$ cat config.mk
export PLATFORM = sky130hd
export DESIGN_NAME = error_stage
export DESIGN_NICKNAME = d
export VERILOG_FILES = /design/src/rtl/error_stage.sv
export SDC_FILE = /design/constraint.sdc
export NUM_CORES = 1
export LEC_CHECK = 0
export BUFFER_PORTS_ARGS = -buffer_cell sky130_fd_sc_hd__buf_4
export CAP_MARGIN = 15
export CORE_MARGIN = 3
export CORE_UTILIZATION = 39
export DETAILED_ROUTE_END_ITERATION = 8
export MAX_ROUTING_LAYER = met4
export PLACE_DENSITY = 0.65
export SETUP_SLACK_MARGIN = 0.5
export SLEW_MARGIN = 20
export SYNTH_ARGS = -nofsm -noshare
export SYNTH_HDL_FRONTEND = slang
export SYNTH_SLANG_ARGS = --single-unit
$ cat constraint.sdc
create_clock -name clk -period 4.46 [get_ports clk]
set_input_delay 0.892 -clock clk [delete_from_list [all_inputs] [get_ports clk]]
set_output_delay 0.892 -clock clk [all_outputs]
set_load 0.02 [all_outputs]
$ cat src/rtl/error_stage.sv
// Error stage: buffers targets, emits err = tgt - res one cycle after each result, tracks per-epoch |err| sums.
// Latency 1 (res -> err); a full error register or an empty target FIFO stalls results.
module error_stage #(
  parameter int RES_WIDTH = 8,
  parameter int ERR_WIDTH = 16,  // must be >= RES_WIDTH + 3
  parameter int TGT_DEPTH = 4,
  parameter int EPOCH     = 4
) (
  input  logic                 clk,
  input  logic                 rst,
  input  logic                 en,
  input  logic                 tgt_valid,
  input  logic [RES_WIDTH-1:0] tgt_data,
  output logic                 tgt_ready,
  input  logic                 res_valid,
  input  logic [RES_WIDTH-1:0] res_data,
  output logic                 res_ready,
  output logic                 err_valid,
  output logic [ERR_WIDTH-1:0] err_data,
  input  logic                 err_ready,
  output logic                 epoch_valid,
  output logic [ERR_WIDTH-1:0] epoch_sum,
  output logic                 converged
);

  localparam int AW = $clog2(TGT_DEPTH);
  localparam int CW = $clog2(EPOCH + 1);
  localparam int DW = RES_WIDTH + 2;

  logic [RES_WIDTH-1:0] mem_q [TGT_DEPTH];
  logic [RES_WIDTH-1:0] mem_d [TGT_DEPTH];
  logic [AW:0]          wr_ptr_q, wr_ptr_d, rd_ptr_q, rd_ptr_d;
  logic                 err_valid_q, err_valid_d;
  logic [ERR_WIDTH-1:0] err_data_q, err_data_d;
  logic [CW-1:0]        cnt_q, cnt_d;
  logic [ERR_WIDTH-1:0] acc_q, acc_d;
  logic [ERR_WIDTH-1:0] epoch_sum_q, epoch_sum_d;
  logic                 epoch_valid_q, epoch_valid_d;
  logic                 converged_q, converged_d;

  logic                 full, empty, push, pop, epoch_end;
  logic [RES_WIDTH-1:0] head;
  logic signed [DW-1:0] diff, neg_diff;
  logic [RES_WIDTH:0]   abs_err;
  logic [ERR_WIDTH:0]   acc_sum;
  logic [ERR_WIDTH-1:0] total;

  // Extra pointer MSB distinguishes full from empty when the index bits match.
  assign empty = (wr_ptr_q == rd_ptr_q);
  assign full  = (wr_ptr_q[AW] != rd_ptr_q[AW]) && (wr_ptr_q[AW-1:0] == rd_ptr_q[AW-1:0]);

  assign tgt_ready = !full;
  assign res_ready = !empty && (!err_valid_q || err_ready);
  assign push      = tgt_valid && !full;
  assign pop       = res_valid && res_ready;
  assign head      = mem_q[rd_ptr_q[AW-1:0]];

  assign diff     = $signed({2'b00, head}) - $signed({2'b00, res_data});
  assign neg_diff = -diff;
  assign abs_err  = diff[DW-1] ? neg_diff[RES_WIDTH:0] : diff[RES_WIDTH:0];
  assign acc_sum  = {1'b0, acc_q} + {{(ERR_WIDTH-RES_WIDTH){1'b0}}, abs_err};
  assign total    = acc_sum[ERR_WIDTH] ? '1 : acc_sum[ERR_WIDTH-1:0];
  assign epoch_end = (cnt_q == CW'(EPOCH - 1));

  always_comb begin
    mem_d         = mem_q;
    wr_ptr_d      = wr_ptr_q;
    rd_ptr_d      = rd_ptr_q;
    err_valid_d   = err_valid_q;
    err_data_d    = err_data_q;
    cnt_d         = cnt_q;
    acc_d         = acc_q;
    epoch_sum_d   = epoch_sum_q;
    epoch_valid_d = 1'b0;
    converged_d   = converged_q;

    if (push) begin
      mem_d[wr_ptr_q[AW-1:0]] = tgt_data;
      wr_ptr_d = wr_ptr_q + (AW+1)'(1);
    end

    if (pop) begin
      rd_ptr_d    = rd_ptr_q + (AW+1)'(1);
      err_valid_d = 1'b1;
      err_data_d  = {{(ERR_WIDTH-DW){diff[DW-1]}}, diff};
    end else if (err_ready) begin
      err_valid_d = 1'b0;
    end

    // The sample that completes an epoch is folded into the reported sum.
    if (pop && en) begin
      if (epoch_end) begin
        epoch_sum_d   = total;
        converged_d   = (total == '0);
        epoch_valid_d = 1'b1;
        cnt_d         = '0;
        acc_d         = '0;
      end else begin
        cnt_d = cnt_q + CW'(1);
        acc_d = total;
      end
    end
  end

  always_ff @(posedge clk) begin
    if (rst) begin
      mem_q         <= '{default: '0};
      wr_ptr_q      <= '0;
      rd_ptr_q      <= '0;
      err_valid_q   <= 1'b0;
      err_data_q    <= '0;
      cnt_q         <= '0;
      acc_q         <= '0;
      epoch_sum_q   <= '0;
      epoch_valid_q <= 1'b0;
      converged_q   <= 1'b0;
    end else begin
      mem_q         <= mem_d;
      wr_ptr_q      <= wr_ptr_d;
      rd_ptr_q      <= rd_ptr_d;
      err_valid_q   <= err_valid_d;
      err_data_q    <= err_data_d;
      cnt_q         <= cnt_d;
      acc_q         <= acc_d;
      epoch_sum_q   <= epoch_sum_d;
      epoch_valid_q <= epoch_valid_d;
      converged_q   <= converged_d;
    end
  end

  assign err_valid   = err_valid_q;
  assign err_data    = err_data_q;
  assign epoch_valid = epoch_valid_q;
  assign epoch_sum   = epoch_sum_q;
  assign converged   = converged_q;

endmodule

==> out/qor.yml, run 1 <==
dieArea_um2: 13360
ctsHoldBuffers: 0
drtAntennaViolNets: 0
worst_slew_pin_slew_ns: 0.9650
core_area_um2: 11560
grt_pass1_wl_um: 22250
critPathMaxFanout: 5
syn_area_per_cell_um2: 8.291
relSlewSlack: 0.3551
worstSetupPathType: "flop to flop"
drv_slew: 0
die_w_um: 115.6
r2r_slack_ns: -0.12
synth_cell_type_count: 66
drt-initial-drc-count: 344
vias: 4619
final_core_util: 0.5828
vias_per_cell: 5.585
ys_seq_elements: 85
drive_above_1_share: 0.3918
hold_path.class: "flop to flop"
hold_slack_ns: 0.4537
syn_to_final_growth_pct: 43.88
rows: 39
fin_crit_ns: 4.582
track_usage: 0.2188
cap_viol_max_count: 0
fin_crit_sh: 1.027
max_freq_mhz: 218.3
insertion_delay_ns: 0.35
power_frac_comb: 0.437
cts.htree.levels: 3
grt_overflow: 0
ioPinCount: 59
total_leakage_power_nw: 2.651
wl_per_cell_um: 17.60
drc: 0
cp-end-kind: "flop"
fin_skew_ns: 0.01320
switching_share: 0.3601
first_pass_iters: 4
cts_buffer_depth: 2
rsz0062_at_grt: "yes"
synth_nets: 613
placed_area_um2: 5665
peakVddDrop_uv: 286.4
p_per_area_nw_per_um2: 427.1
p_seq_frac: 0.295
ys_warn_count: 0
critical_path_arrival_ns: 4.82
finalWorstSetupSlack_ns: -0.1217
antenna_found_initial: 0
violations: "setup timing"
dieHeight_um: 115.6
cts_tree: "built"
fin_nets: 727
start_util: 0.4051
crit_required_ns: 4.70
hold_viol: 0
gp_congestion: 0.9131
synthCells: 565
ys_seq_area_frac: 0.3632
routed_wl_um: 14560
port_buffers: 58
synth_edf_count: 0
cts_made_buffers: 9
clk_pin_slew_worst_paths_ns: 0.07
cts_sinks: 85
stdcell_area_um2: 6740
grt_pass1_vias: 4461
place_hpwl_um: 9336
ys_async_sr_fraction: 0
netlist_area_um2: 4684
pwr-share-clk: 0.268
critPathLaunchType: "flop"
synthFlopType: "dfxtp_1"
grt_max_degree: 77
setup_violations: 11
p_total_mw: 2.879
p_sw_mw: 1.037
p_int_mw: 1.842
status: "finished with violations"
diodes: 0
root_buffer: "clkbuf_16"
preCtsSetupSlack_ns: -0.2840
synthesized netlist by cell type, types with 3 or more instances:
cell type	number	area, um^2
nor2_1	52	195.2
o211ai_1	3	22.52
or3_1	3	18.77
and3_1	4	25.02
buf_1	3	11.26
o311ai_0	3	26.28
and2_1	3	18.77
buf_4	8	60.06
xnor2_1	14	122.6
mux4_2	7	157.7
nand2b_1	3	18.77
nor2b_1	3	18.77
a21oi_1	62	310.3
clkbuf_1	15	56.30
a21o_1	4	30.03
o21a_1	6	45.04
xor2_1	11	96.34
o21ai_0	10	50.05
ha_1	24	300.3
nand2_1	85	319.1
a31oi_1	3	18.77
dfxtp_1	85	1702
nand3_1	42	210.2
buf_2	7	35.03
and3_4	3	33.78
a22oi_1	8	60.06
a211oi_1	3	22.52
o21ai_2	3	26.28
inv_1	22	82.58
nor3_1	17	85.08
kinds of logic (layout without fill, tap and decap cells):
family                   Yosys count  count (layout)  share of synthesized area
AND/OR/NAND/NOR                  228             228                     0.2214
adder cells (fa/ha/maj)           26              26                    0.07265
buffers and inverters             58             177                    0.05822
flip-flops                        85              85                     0.3632
AO/OA/AOI/OAI                    132             132                     0.1918
multiplexers                      11              11                    0.04594
XOR/XNOR                          25              25                    0.04674
path summary, 6_finish.rpt:
check | start | cells after the start | to
hold reg to reg | mem_q[4] | 2 | mem_q[4]
setup reg to reg | rd_ptr_q[0] | 19 | converged
hold / removal | mem_q[4] | 2 | mem_q[4]
setup / recovery | rd_ptr_q[0] | 19 | converged
flip-flops by register name, indices dropped and copies added, names as in the netlist:
name         count
rd_ptr_q         3
mem_q           32
acc_q           16
cnt_q            3
wr_ptr_q         3
err_data         9
converged        1
epoch_valid      1
err_valid        1
epoch_sum       16
per-stage QoR:
stage                     cells   TNS, ns
after global routing        827    -6.082
after detailed placement    789    -3.258
final                       827   -0.4474
after global placement      789   -0.9806
after CTS                   816  -0.03809
after floorplan             565  -0.09640
power groups by stage:
stage / Sequential (mW) / Clock, mW / Combinational, mW
floorplan: 0.867 / 0 / 0.597
global placement: 0.858 / 0 / 0.947
detailed placement: 0.860 / 0 / 0.963
CTS: 0.847 / 0.780 / 1.13
global route: 0.854 / 0.817 / 1.35
finish: 0.848 / 0.773 / 1.26
repair_timing:
action / in CTS / in global routing
hold endpoints to repair: 0 / 0
gates cloned: 1 / 0
pin swaps: 34 / 23
resized for setup: 85 / 33
endpoints found under the setup margin: 33 / 33
setup buffers: 10 / 10
per-layer routing:
metal  share of wire  vias up  global-route usage
li1                -     2206                   -
met2            0.52      136              0.3596
met1            0.40     2241              0.2610
met5               0        -                   -
met4           0.032        0              0.1025
met3           0.054       36             0.03760
area by class of cell:
| cell class | instances | area, um^2 |
|---|---|---|
| well taps | 143 | 178.9 |
| flip-flops and latches | 85 | 1705 |
| clock inverters | 6 | 72.57 |
| multi-input cells | 422 | 3328 |
| repair buffers | 139 | 1144 |
| fillers | 947 | 4825 |
| clock buffers | 10 | 229.0 |
| inverters | 22 | 82.58 |
worst max-delay path, stage by stage (launching register included):
cell and delay (ns):
dfxtp_4 0.39, mux4_2 0.53, inv_2 0.09, ha_4 0.13
fa_2 0.21, nor2b_2 0.05, o21ai_2 0.15, a21boi_2 0.08
o31a_1 0.32, o21ai_4 0.27, nand2_4 0.12, mux2_4 0.34
ha_4 0.22, a211o_1 0.31, a21oi_4 0.21, nor2_2 0.06
o41ai_2 0.33, xnor2_1 0.23, and4b_1 0.24, a32o_1 0.20
cells in the final DEF, fill, tap and decap left out, drive strengths merged, types with 10 or more instances in the layout:
cell,netlist,layout
clkbuf,16,10
xor2,11,11
a21oi,63,63
o21ai,13,13
xnor2,14,14
inv,22,23
nand3,42,42
nand2,87,87
buf,20,139
dfxtp,85,85
ha,24,24
nor2,52,52
nor3,17,17
Power figures use the tool's default switching activity.
==> run 2: changes to the inputs <==
--- a/config.mk
+++ b/config.mk
@@ -11,7 +11,7 @@
 export CORE_UTILIZATION = 39
 export DETAILED_ROUTE_END_ITERATION = 8
 export MAX_ROUTING_LAYER = met4
-export PLACE_DENSITY = 0.65
+export PLACE_DENSITY = 0.62
 export SETUP_SLACK_MARGIN = 0.5
 export SLEW_MARGIN = 20
 export SYNTH_ARGS = -nofsm -noshare
==> constraint.sdc (replaced) <==
create_clock -name clk -period 5.9 [get_ports clk]
set_input_delay 1.18 -clock clk [delete_from_list [all_inputs] [get_ports clk]]
set_output_delay 1.18 -clock clk [all_outputs]
set_load 0.02 [all_outputs]
==> run 2 against run 1 <==
Clock-buffer cell count rose by 1. The run now ends clean. Die area unchanged. Worst setup slack better by 0.93 ns. Highest routed layer unchanged. Clock power down 25%. First-iteration DRC count is 33% lower. Combinational power shrank 54%. Power decreased by 38%.
==> out/qor.yml, run 2 (synthesized netlist as in run 1, its figures left out) <==
status: "finished, final reports clean"
post-place-cells: 733
critical_path_arrival_ns: 5.39
grt_max_degree: 85
instances_no_fill: 749
syn_to_final_growth_pct: 16.05
cts_sinks: 85
startpoint: "rd_ptr_q[0]"
drv_slew: 0
rsz0062_at_grt: "no"
drtAntennaViolNets: 0
track_usage: 0.1932
start_util: 0.4051
die_w_um: 115.6
cp-end-kind: "flop"
r2r-end: "converged"
core_area_um2: 11560
fin_nets: 649
hold_path.class: "flop to flop"
reg2reg_depth: 17
grt_pass1_vias: 3995
dieArea_um2: 13360
fin_crit_sh: 0.8629
insertion_delay_ns: 0.35
p_total_mw: 1.798
ioPinCount: 59
rr_startpoint: "rd_ptr_q[0]"
worst_slew_pin_slew_ns: 1.108
final_cell_mix: "nand2_1, dfxtp_1, a21oi_1"
grt_overflow: 0
p_per_area_nw_per_um2: 330.7
layout_commonest_cell: "nand2_1"
worstSetupPathType: "flop to flop"
stdcell_area_um2: 5436
hold_slack_ns: 0.4525
vias_per_cell: 5.511
clk_pin_slew_worst_paths_ns: 0.07
peakVddDrop_uv: 215.9
dieHeight_um: 115.6
wl_per_cell_um: 15.96
drc: 0
fin_skew_ns: 0.009166
place_hpwl_um: 8469
r2r_slack_ns: 0.81
setup_tns_ns: 0
antenna_found_initial: 0
routed_wl_um: 11960
rows: 39
grt_pass1_wl_um: 19790
cts_made_buffers: 9
cts_buffer_depth: 2
relSlewSlack: 0.2583
gp_congestion: 0.8825
cap_viol_max_count: 0
critPathMaxFanout: 9
max_freq_mhz: 196.4
vias: 4128
drive_above_1_share: 0.1716
root_buffer: "clkbuf_16"
cp-endpoint: "converged"
largest_reg_flops: 32
largest_register: "mem_q"
critPathLaunchType: "flop"
total_leakage_power_nw: 2.130
cts_tree: "built"
crit_required_ns: 6.19
port_buffers: 58
fin_crit_ns: 5.091
setup_violations: 0
placed_area_um2: 5131
cts.htree.levels: 3
hold_viol: 0
diodes: 0
drt-initial-drc-count: 229
first_pass_iters: 5
run 2: cell types whose count changed in the layout (fill, tap and decap cells not counted), sizes merged:
cell / change
buf: -78
clkinv: -2
clkbuf: +1
clkinvlp: +1
run 2: worst min-delay path by stage:
stage / from / endpoint / slack [ns] / depth (start not counted)
2_1_floorplan: mem_q[18] / mem_q[18] / 0.43 / 2
3_3_place_gp: mem_q[17] / mem_q[17] / 0.44 / 2
3_5_place_dp: mem_q[17] / mem_q[17] / 0.45 / 2
4_1_cts: mem_q[17] / mem_q[17] / 0.46 / 2
5_1_grt: mem_q[9] / mem_q[9] / 0.47 / 2
6_report: mem_q[7] / mem_q[7] / 0.45 / 2
run 2: layout make-up:
type,instances,area (um^2)
fillers,1127,6128
multi-input cells,422,2713
flip-flops and latches,85,1703
repair buffers,61,457.9
clock buffers,11,242.7
well taps,143,178.9
inverters,22,82.58
clock inverters,5,58.81
run 2: power breakdown:
part	switching, mW	leakage [nW]	internal [mW]
clock	0.239	0.142	0.340
combinational	0.348	1.30	0.231
sequential	0.0297	0.689	0.609
total	0.617	2.13	1.18
run 2: critical path: stages (launching register included):
cell	delay (ns)
dfxtp_2	0.45
mux4_1	0.63
ha_1	0.33
nor2b_1	0.14
o21ai_0	0.20
a21boi_1	0.15
o31a_1	0.28
o21ai_2	0.28
nand2_1	0.19
mux2i_1	0.18
fa_1	0.44
nand2b_1	0.18
o2bb2ai_1	0.24
o21ai_2	0.39
nand4b_1	0.21
a2111oi_2	0.38
and4b_1	0.24
a32o_1	0.12
run 2: metal layers:
| metal | global-route usage | vias to the layer above | part of all wire |
|---|---|---|---|
| met2 | 0.3210 | 106 | 0.50 |
| met1 | 0.2390 | 1953 | 0.43 |
| met4 | 0.06416 | 0 | 0.018 |
| met3 | 0.03238 | 21 | 0.048 |
| met5 | - | - | 0 |
| li1 | - | 2048 | - |
run 2: stage by stage:
| stage | setup WS (ns) | util |
|---|---|---|
| 6_report | 0.8091 | 0.4701 |
| 5_1_grt | 0.5071 | 0.4701 |
| 4_1_cts | 0.7046 | 0.4698 |
| 3_5_place_dp | 0.5250 | 0.4437 |
| 3_3_place_gp | 0.5968 | 0.4437 |
| 2_1_floorplan | 0.9877 | - |
run 2: what timing repair did:
item                       4_1_cts  5_1_grt
hold buffers                     0        0
setup buffers                    0        0
setup endpoints to repair        0       24
resized for setup                0        3
